[src/rtl/button_conditioner_pkg.sv]
// Shared mode encodings and default timing constants for the push-button front-end.
// Latency: n/a (declarations only); no backpressure.
package button_conditioner_pkg;

  typedef enum logic [1:0] {
    MODE_RELEASED = 2'd0,
    MODE_HOLDING  = 2'd1,
    MODE_LONG     = 2'd2
  } mode_e;

  localparam int DEF_CNT_W        = 8;
  localparam int DEF_DB_TICKS     = 4;
  localparam int DEF_LONG_TICKS   = 100;
  localparam int DEF_REPEAT_TICKS = 25;

endpackage

[src/rtl/btn_channel.sv]
// One button: 2-flop sync, tick-gated debounce, long-press level and auto-repeat pulse.
// Latency: 2 clk sync + DB_TICKS ticks to level; no backpressure, outputs are free-running.
module btn_channel
  import button_conditioner_pkg::*;
#(
  parameter int CNT_W        = DEF_CNT_W,
  parameter int DB_TICKS     = DEF_DB_TICKS,
  parameter int LONG_TICKS   = DEF_LONG_TICKS,
  parameter int REPEAT_TICKS = DEF_REPEAT_TICKS
) (
  input  logic clk_i,
  input  logic reset_i,
  input  logic tick_i,
  input  logic btn_raw_i,
  output logic level_o,
  output logic long_o,
  output logic repeat_o
);

  localparam logic [CNT_W-1:0] ONE      = CNT_W'(1);
  localparam logic [CNT_W-1:0] DB_LIM   = CNT_W'(DB_TICKS);
  localparam logic [CNT_W-1:0] LONG_LIM = CNT_W'(LONG_TICKS);
  localparam logic [CNT_W-1:0] REP_LIM  = CNT_W'(REPEAT_TICKS);

  logic             s1_q, s2_q;
  logic             level_q, level_d;
  logic [CNT_W-1:0] db_q, db_d;
  logic [CNT_W-1:0] hold_q, hold_d;
  mode_e            mode_q, mode_d;
  logic             rep_q, rep_d;

  always_ff @(posedge clk_i) begin
    if (reset_i) begin
      s1_q    <= 1'b0;
      s2_q    <= 1'b0;
      level_q <= 1'b0;
      db_q    <= '0;
      hold_q  <= '0;
      mode_q  <= MODE_RELEASED;
      rep_q   <= 1'b0;
    end else begin
      s1_q    <= btn_raw_i;
      s2_q    <= s1_q;
      level_q <= level_d;
      db_q    <= db_d;
      hold_q  <= hold_d;
      mode_q  <= mode_d;
      rep_q   <= rep_d;
    end
  end

  // Any cycle where the synced input agrees with the level restarts the debounce run.
  always_comb begin
    level_d = level_q;
    db_d    = db_q;
    if (s2_q == level_q) begin
      db_d = '0;
    end else if (tick_i) begin
      if ((db_q + ONE) == DB_LIM) begin
        level_d = s2_q;
        db_d    = '0;
      end else begin
        db_d = db_q + ONE;
      end
    end
  end

  // Mode follows the registered level, so the rising edge itself is not counted and
  // long-press drops one edge after the level. Repeat is masked by the next level so
  // a pulse never coincides with a released output.
  always_comb begin
    mode_d = mode_q;
    hold_d = hold_q;
    rep_d  = 1'b0;
    if (!level_q) begin
      mode_d = MODE_RELEASED;
      hold_d = '0;
    end else begin
      if (mode_q == MODE_RELEASED) begin
        mode_d = MODE_HOLDING;
      end
      if (tick_i) begin
        case (mode_q)
          MODE_LONG: begin
            if ((hold_q + ONE) == REP_LIM) begin
              rep_d  = level_d;
              hold_d = '0;
            end else begin
              hold_d = hold_q + ONE;
            end
          end
          default: begin
            if ((hold_q + ONE) == LONG_LIM) begin
              mode_d = MODE_LONG;
              rep_d  = level_d;
              hold_d = '0;
            end else begin
              hold_d = hold_q + ONE;
            end
          end
        endcase
      end
    end
  end

  assign level_o  = level_q;
  assign long_o   = (mode_q == MODE_LONG);
  assign repeat_o = rep_q;

endmodule

[src/rtl/button_conditioner.sv]
// Watch push-button front-end: N_BTN independent conditioned channels sharing one tick.
// Latency: 2 clk + DB_TICKS ticks from raw change to level; no backpressure.
module button_conditioner
  import button_conditioner_pkg::*;
#(
  parameter int N_BTN        = 4,
  parameter int CNT_W        = DEF_CNT_W,
  parameter int DB_TICKS     = DEF_DB_TICKS,
  parameter int LONG_TICKS   = DEF_LONG_TICKS,
  parameter int REPEAT_TICKS = DEF_REPEAT_TICKS
) (
  input  logic             clk_i,
  input  logic             reset_i,
  input  logic             tick_i,
  input  logic [N_BTN-1:0] btn_raw_i,
  output logic [N_BTN-1:0] btn_level_o,
  output logic [N_BTN-1:0] btn_long_o,
  output logic [N_BTN-1:0] btn_repeat_o
);

  for (genvar g = 0; g < N_BTN; g++) begin : g_ch
    btn_channel #(
      .CNT_W        (CNT_W),
      .DB_TICKS     (DB_TICKS),
      .LONG_TICKS   (LONG_TICKS),
      .REPEAT_TICKS (REPEAT_TICKS)
    ) u_ch (
      .clk_i     (clk_i),
      .reset_i   (reset_i),
      .tick_i    (tick_i),
      .btn_raw_i (btn_raw_i[g]),
      .level_o   (btn_level_o[g]),
      .long_o    (btn_long_o[g]),
      .repeat_o  (btn_repeat_o[g])
    );
  end

endmodule

[config.mk]
export PLATFORM = sky130hd
export DESIGN_NAME = button_conditioner
export DESIGN_NICKNAME = d
export VERILOG_FILES = /design/src/rtl/button_conditioner_pkg.sv /design/src/rtl/btn_channel.sv /design/src/rtl/button_conditioner.sv
export SDC_FILE = /design/constraint.sdc
export NUM_CORES = 1
export LEC_CHECK = 0
export CAP_MARGIN = 10
export CORE_ASPECT_RATIO = 0.9
export CORE_MARGIN = 2
export CORE_UTILIZATION = 45
export CTS_BUF_LIST = sky130_fd_sc_hd__clkbuf_4 sky130_fd_sc_hd__clkbuf_8 sky130_fd_sc_hd__clkbuf_16
export CTS_CLUSTER_SIZE = 28
export DETAILED_ROUTE_END_ITERATION = 8
export GPL_ROUTABILITY_DRIVEN = 0
export GPL_TIMING_DRIVEN = 0
export PLACE_DENSITY = 0.69
export REMOVE_ABC_BUFFERS = 1
export SETUP_SLACK_MARGIN = 0.4
export SYNTH_ARGS = -nofsm -noshare
export SYNTH_HDL_FRONTEND = slang
export SYNTH_HIERARCHICAL = 1
export SYNTH_SLANG_ARGS = --single-unit
[constraint.sdc]
create_clock -name clk_i -period 4.8 [get_ports clk_i]
set_input_delay 0.48 -clock clk_i [delete_from_list [all_inputs] [get_ports clk_i]]
set_output_delay 0.48 -clock clk_i [all_outputs]
set_load 0.02 [all_outputs]
==> results of run 1 <==
==> power breakdown <==
group | internal (mW) | leakage, nW | switching [mW]
sequential | 0.734 | 0.710 | 0.00276
clock | 0.446 | 0.155 | 0.279
combinational | 0.0125 | 0.844 | 0.0222
==> routing by layer <==
layer  vias up  part of all wire, %  GRT usage (%)
met4         0                  1.9           6.55
met3        14                  3.3           3.42
met5         -                    0              0
li1       2183                    -              -
met2        71                   48           29.8
met1      1993                   46           21.4
==> final cells by class <==
type / count / share of cell area, %
Tap cell: 152 / 3.42
Multi-Input combinational cell: 472 / 54.1
Sequential cell: 88 / 31.6
Clock inverter: 4 / 0.921
Timing Repair Buffer: 19 / 3.51
Inverter: 24 / 1.62
Clock buffer: 12 / 4.79
==> logic make-up (layout without fill, tap and decap cells) <==
logic type,count (synthesis),count (layout),share of synthesized area (%)
buffers and inverters,56,59,5.73
and+or+nand+nor,312,312,32.1
AOI/OAI and AO/OA,100,100,15.6
xor gates and xnor gates,36,36,6.23
adders and majority gates,16,16,3.95
muxes,8,8,1.58
DFF,88,88,34.8
==> flip-flops by register name (all words and copies together), names as in the netlist <==
register	cells
g_ch.u_ch/db_q	32
g_ch.u_ch/hold_q	32
g_ch.u_ch/mode_q	8
g_ch.u_ch/level_o	4
g_ch.u_ch/repeat_o	4
g_ch.u_ch/s1_q	4
g_ch.u_ch/s2_q	4
==> metrics by stage <==
step | utilization (%) | worst slack, ns | instances | total power [mW] | instance area (um^2)
finish | 51.1 | 2.59 | 771 | 1.50 | 5570
global route | 51.1 | 2.31 | 771 | 1.56 | 5570
CTS | 51.1 | 2.53 | 771 | 1.52 | 5570
detailed placement | 48.2 | 2.19 | 755 | 0.788 | 5250
global placement | 48.0 | 0.846 | 754 | 0.787 | 5240
floorplan | - | 3.15 | 584 | 0.767 | 4860
==> layout by cell type, fill, tap and decap left out, types with 8 or more instances in the layout <==
cell / count
o21ai_0: 12
nor2_1: 60
clkdlybuf4s50_1: 17
nor3_1: 20
xnor2_1: 20
or3_1: 8
nor2b_1: 24
inv_1: 24
clkbuf_16: 9
dfxtp_1: 88
xor2_1: 16
mux2i_1: 8
nand4_1: 24
nand3_1: 32
nand2b_1: 20
nor4_1: 24
a21oi_1: 40
nand2_1: 68
ha_1: 16
==> how the worst min path moves through the flow <==
stage / start / endpoint / depth (start not counted)
floorplan: g_ch[0].u_ch/s1_q / g_ch[0].u_ch/s2_q / 1
detailed placement: g_ch[1].u_ch/s1_q / g_ch[1].u_ch/s2_q / 1
global placement: g_ch[3].u_ch/s1_q / g_ch[3].u_ch/s2_q / 1
finish: g_ch[1].u_ch/s1_q / g_ch[1].u_ch/s2_q / 1
global route: g_ch[3].u_ch/s1_q / g_ch[3].u_ch/s2_q / 1
CTS: g_ch[1].u_ch/s1_q / g_ch[1].u_ch/s2_q / 1
==> results_dict.tcl, run 1 <==
set metrics [dict create \
    cp-start-kind "primary input" \
    drv_cap 0 \
    clkLatencyLatePin_ns 0.34 \
    drc 0 \
    vias_per_cell 5.53 \
    synthCells 616 \
    crit_type "in2reg" \
    vias 4261 \
    hold_path.class "reg2reg" \
    yosys.cell_types.count 41 \
    ys_warn_count 6 \
    status "finished, final reports clean" \
    cts_buffers 9 \
    rsz0062_at_grt "false" \
    finalNetCount 637 \
    fill_cells 1053 \
    cp_slowest_cell "clkdlybuf4s50_1" \
    synth_top_area_share_pct 34.8 \
    multiInputGateArea_mm2 0.00301 \
    drive_gt1_share_pct 6.14 \
    fp.dieH_um 105 \
    fp.dieW_um 116 \
    drv_slew 0 \
    tightest_slew_ns 0.803 \
    antenna_found_initial 0 \
    synth_area_leaders "dfxtp_1 (35%), nand2_1 (5.0%), nor2_1 (4.4%)" \
    cp.required_ns 5.01 \
    crit_chain "clkdlybuf4s50_1 -> nand2b_1 -> nor3_1 -> o21ai_0 -> o31ai_1" \
    drtIter0Drc 238 \
    cts_repair_resize_count 0 \
    rows 36 \
    critPathTopFamily "buffers and inverters" \
    worst_r2r_path_depth 5 \
    syn_area_mm2 0.00506 \
    critical_path.max_fanout 24 \
    cp-end-kind "flop" \
    io_pins 19 \
    finClkSkew_ns 0.00523 \
    wl_um 10100 \
    power.density_mw_per_mm2 269 \
    coreArea_mm2 0.0109 \
    cp.depth 5 \
    setup_viol 0 \
    grt_pass1_wl_um 17600 \
    max_slew_margin_pct 46.3 \
    hold_violations 0 \
    yosys.area.top_type "dfxtp_1" \
    drtPass1Iterations 4 \
    min_period_over_period_pct 46.0 \
    layout.area.seq_mm2 0.00176 \
    clk_pin_slew_ns 0.06 \
    antenna_cells 0 \
    grt_pass1_vias 4045 \
    ys.flop_type "dfxtp_1" \
    globalRoute.totalOverflow 0 \
    synth_area_per_cell_um2 8.22 \
    synth-seq-cells 88 \
    clock_path_buffers 2 \
    fin_crit_ns 2.21 \
    r2r-end "g_ch[2].u_ch/repeat_o" \
    grt_max_degree 35 \
    synthTopCellsByCount "dfxtp_1 (88), nand2_1 (68), nor2_1 (60)" \
    area_delta_synth_final_pct 9.93 \
    cpPeakStageDelay_ns 0.99 \
    holdWs_ns 0.435 \
    async_flop_share_pct 0 \
    initial_utilization_pct 46.5 \
    ant_nets 0 \
    fmax_ghz 0.452 \
    r2r_start "g_ch[2].u_ch/hold_q[1]" \
    cp.arrival_ns 2.42 \
    wl_per_cell_um 13.1 \
    die_area_mm2 0.0121 \
    htree_levels 3 \
    peakVddDrop_mv 0.164 \
    io_buffers 18 \
    clock-root-buffer "clkbuf_16" \
    critPathLaunch "reset_i" \
    path_buf_inv 1 \
    dpl.hpwl_um 6980 \
    cts_num_sinks 88 \
    rrSetupSlack_ns 2.83 \
    setup_tns_ns 0 \
    seq_area_frac_synth_pct 34.8 \
    cts_setup_buffers 0 \
    grt.total_usage_pct 17.4 \
    cp-endpoint "g_ch[3].u_ch/hold_q[4]" \
    p_leak_nw 1.71 \
    cts_tree "built" \
    cts_hold_buf 0 \
    synth_most_common_cell "dfxtp_1" \
    synth_edf_count 0 \
]
Note: power is estimated with default switching activity, not from simulation.
==> run 2: changes to the inputs <==
Clock period 4.8 ns to 2.13 ns, I/O delays scaled along.
==> run 2 against run 1 <==
- sequential share of layout area decreased by 1.9 points
- sequential power increased by 120%
- global-route usage increased by 0.66 points
- die area unchanged
- wire length increased by 10%
- setup slack got worse by 2.2 ns
- via count increased by 3.7%
- core utilization increased by 5.2 points
- final cell count increased by 2.5%
- clock skew decreased by 0.0013 ns
- critical path depth increased by 2
==> results_dict.tcl, run 2 (same netlist as run 1, synthesis figures left out) <==
set metrics [dict create \
    status "finished, final reports clean" \
    rows 36 \
    area_delta_synth_final_pct 21.1 \
    setup_ws_ns 0.358 \
    cpPeakStageDelay_ns 0.40 \
    vias 4419 \
    wl_per_cell_um 14.1 \
    final_cells 790 \
    setup_tns_ns 0 \
    grt_use_met3_pct 3.54 \
    p_switching_uw 691 \
    clock_path_buffers 2 \
    critical_path.max_fanout 7 \
    fp.dieW_um 116 \
    p_leak_nw 1.87 \
    drtIter0Drc 256 \
    tightest_slew_ns 0.605 \
    antenna_cells 0 \
    placed_cells 755 \
    grt.total_usage_pct 18.1 \
    grt_use_met1_pct 21.5 \
    drv_cap 0 \
    globalRoute.totalOverflow 0 \
    hold_violations 0 \
    crit_chain "ha_4 -> nand3_1 -> xnor2_1 -> nand3b_1 -> buf_4 -> nor4_4 -> a2111oi_4" \
    holdWs_ns 0.385 \
    rsz0062_at_grt "true" \
    p_clk_share_pct 48.6 \
    vias_per_cell 5.59 \
    fmax_ghz 0.564 \
    fp.dieH_um 105 \
    ant_nets 0 \
    dpl.hpwl_um 6980 \
    clock-root-buffer "clkbuf_16" \
    grt_pass1_wl_um 18200 \
    io_pins 19 \
    clk_pin_slew_ns 0.06 \
    cts_buffers 9 \
    crit_type "reg2reg" \
    critPathTopFamily "simple AND/OR/NAND/NOR gates" \
    min_period_over_period_pct 83.2 \
    switching_share_pct 20.5 \
    coreArea_mm2 0.0109 \
    cts_tree "built" \
    hold_path.class "in2reg" \
    cp.required_ns 2.32 \
    power.density_mw_per_mm2 549 \
    drv_slew 0 \
    initial_utilization_pct 46.5 \
    drive_gt1_share_pct 19.4 \
    final_cell_mix "nand2_1 (68), nor2_1 (60), dfxtp_1 (58), a21oi_1 (37), nand3_1 (32)" \
    io_buffers 18 \
    clkLatencyLatePin_ns 0.34 \
    finClkSkew_ns 0.00396 \
    setup_viol 0 \
    drtPass1Iterations 4 \
    fin_crit_ns 1.77 \
    die_area_mm2 0.0121 \
    seqPwrFrac_pct 49.0 \
    cp.arrival_ns 1.96 \
    htree_levels 3 \
    path_buf_inv 1 \
    comb_power_share_pct 2.5 \
    drc 0 \
    reg_top3 "g_ch.u_ch/db_q x32, g_ch.u_ch/hold_q x32, g_ch.u_ch/mode_q x8" \
    finalNetCount 656 \
    met2_usage_pct 31.7 \
    cts_num_sinks 88 \
    peakVddDrop_mv 0.368 \
    mostFrequentLayoutCell "nand2_1" \
    grt_busiest_layer "met2" \
    grt_pass1_vias 4134 \
    p_int_mw 2.68 \
    cp-start-kind "flop" \
    wl_um 11100 \
    cp-end-kind "flop" \
    place_ws_ns -0.217 \
    max_slew_margin_pct 59.7 \
    cp_slowest_cell "dfxtp_4" \
    antenna_found_initial 0 \
    grt_max_degree 35 \
]
## run 2: cell types whose count changed in the layout (fill, tap and decap cells not counted), sizes merged
cell / before / now
buf: 2 / 20
clkdlybuf4s50: 17 / 12
dlymetal6s2s: 0 / 3
dlygate4sd2: 0 / 2
clkbuf: 12 / 13
## run 2: path summary, 6_finish.rpt
path	slack (ns)	start	cells past startpoint	to
worst min register to register	0.44	g_ch[1].u_ch/s1_q	1	g_ch[1].u_ch/s2_q
worst max-delay path	0.36	g_ch[2].u_ch/db_q[0]	7	g_ch[2].u_ch/repeat_o
worst max register to register	0.36	g_ch[2].u_ch/db_q[0]	7	g_ch[2].u_ch/repeat_o
worst min-delay path	0.39	reset_i	2	g_ch[1].u_ch/s2_q
## run 2: power by group through the flow
stage,clock network [mW],registers (mW),logic (mW)
final,1.63,1.65,0.0831
after global routing,1.76,1.65,0.0909
after CTS,1.69,1.66,0.0803
after detailed placement,0,1.70,0.0793
after global placement,0,1.70,0.0766
after floorplan,0,1.70,0.0331
## run 2: layout make-up
cell class                      count  area, um^2
Clock buffer                       12         267
Clock inverter                      4        51.3
Fill cell                         978        4770
Inverter                           24        90.1
Multi-Input combinational cell    472        3370
Sequential cell                    88        1820
Tap cell                          152         190
Timing Repair Buffer               38         344
## run 2: metal layers
layer | wire length (um) | vias to the layer above
li1 | - | 2227
met1 | 5000 | 2106
met2 | 5680 | 69
met3 | 269 | 17
met4 | 202 | 0
met5 | 0 | -
## run 2: what timing repair did
action,CTS,global route
endpoints found under the setup margin,37,39
pin swaps,4,34
buffers inserted,3,16
hold buffers,0,0
gates resized for setup,45,63
## run 2: stage by stage
step	power, mW	instance area, um^2	util, %
6_report	3.37	6130	56.3
3_5_place_dp	1.78	5250	48.2
2_1_floorplan	1.73	4860	-
5_1_grt	3.50	6130	56.3
4_1_cts	3.43	5760	52.8
3_3_place_gp	1.77	5240	48.0
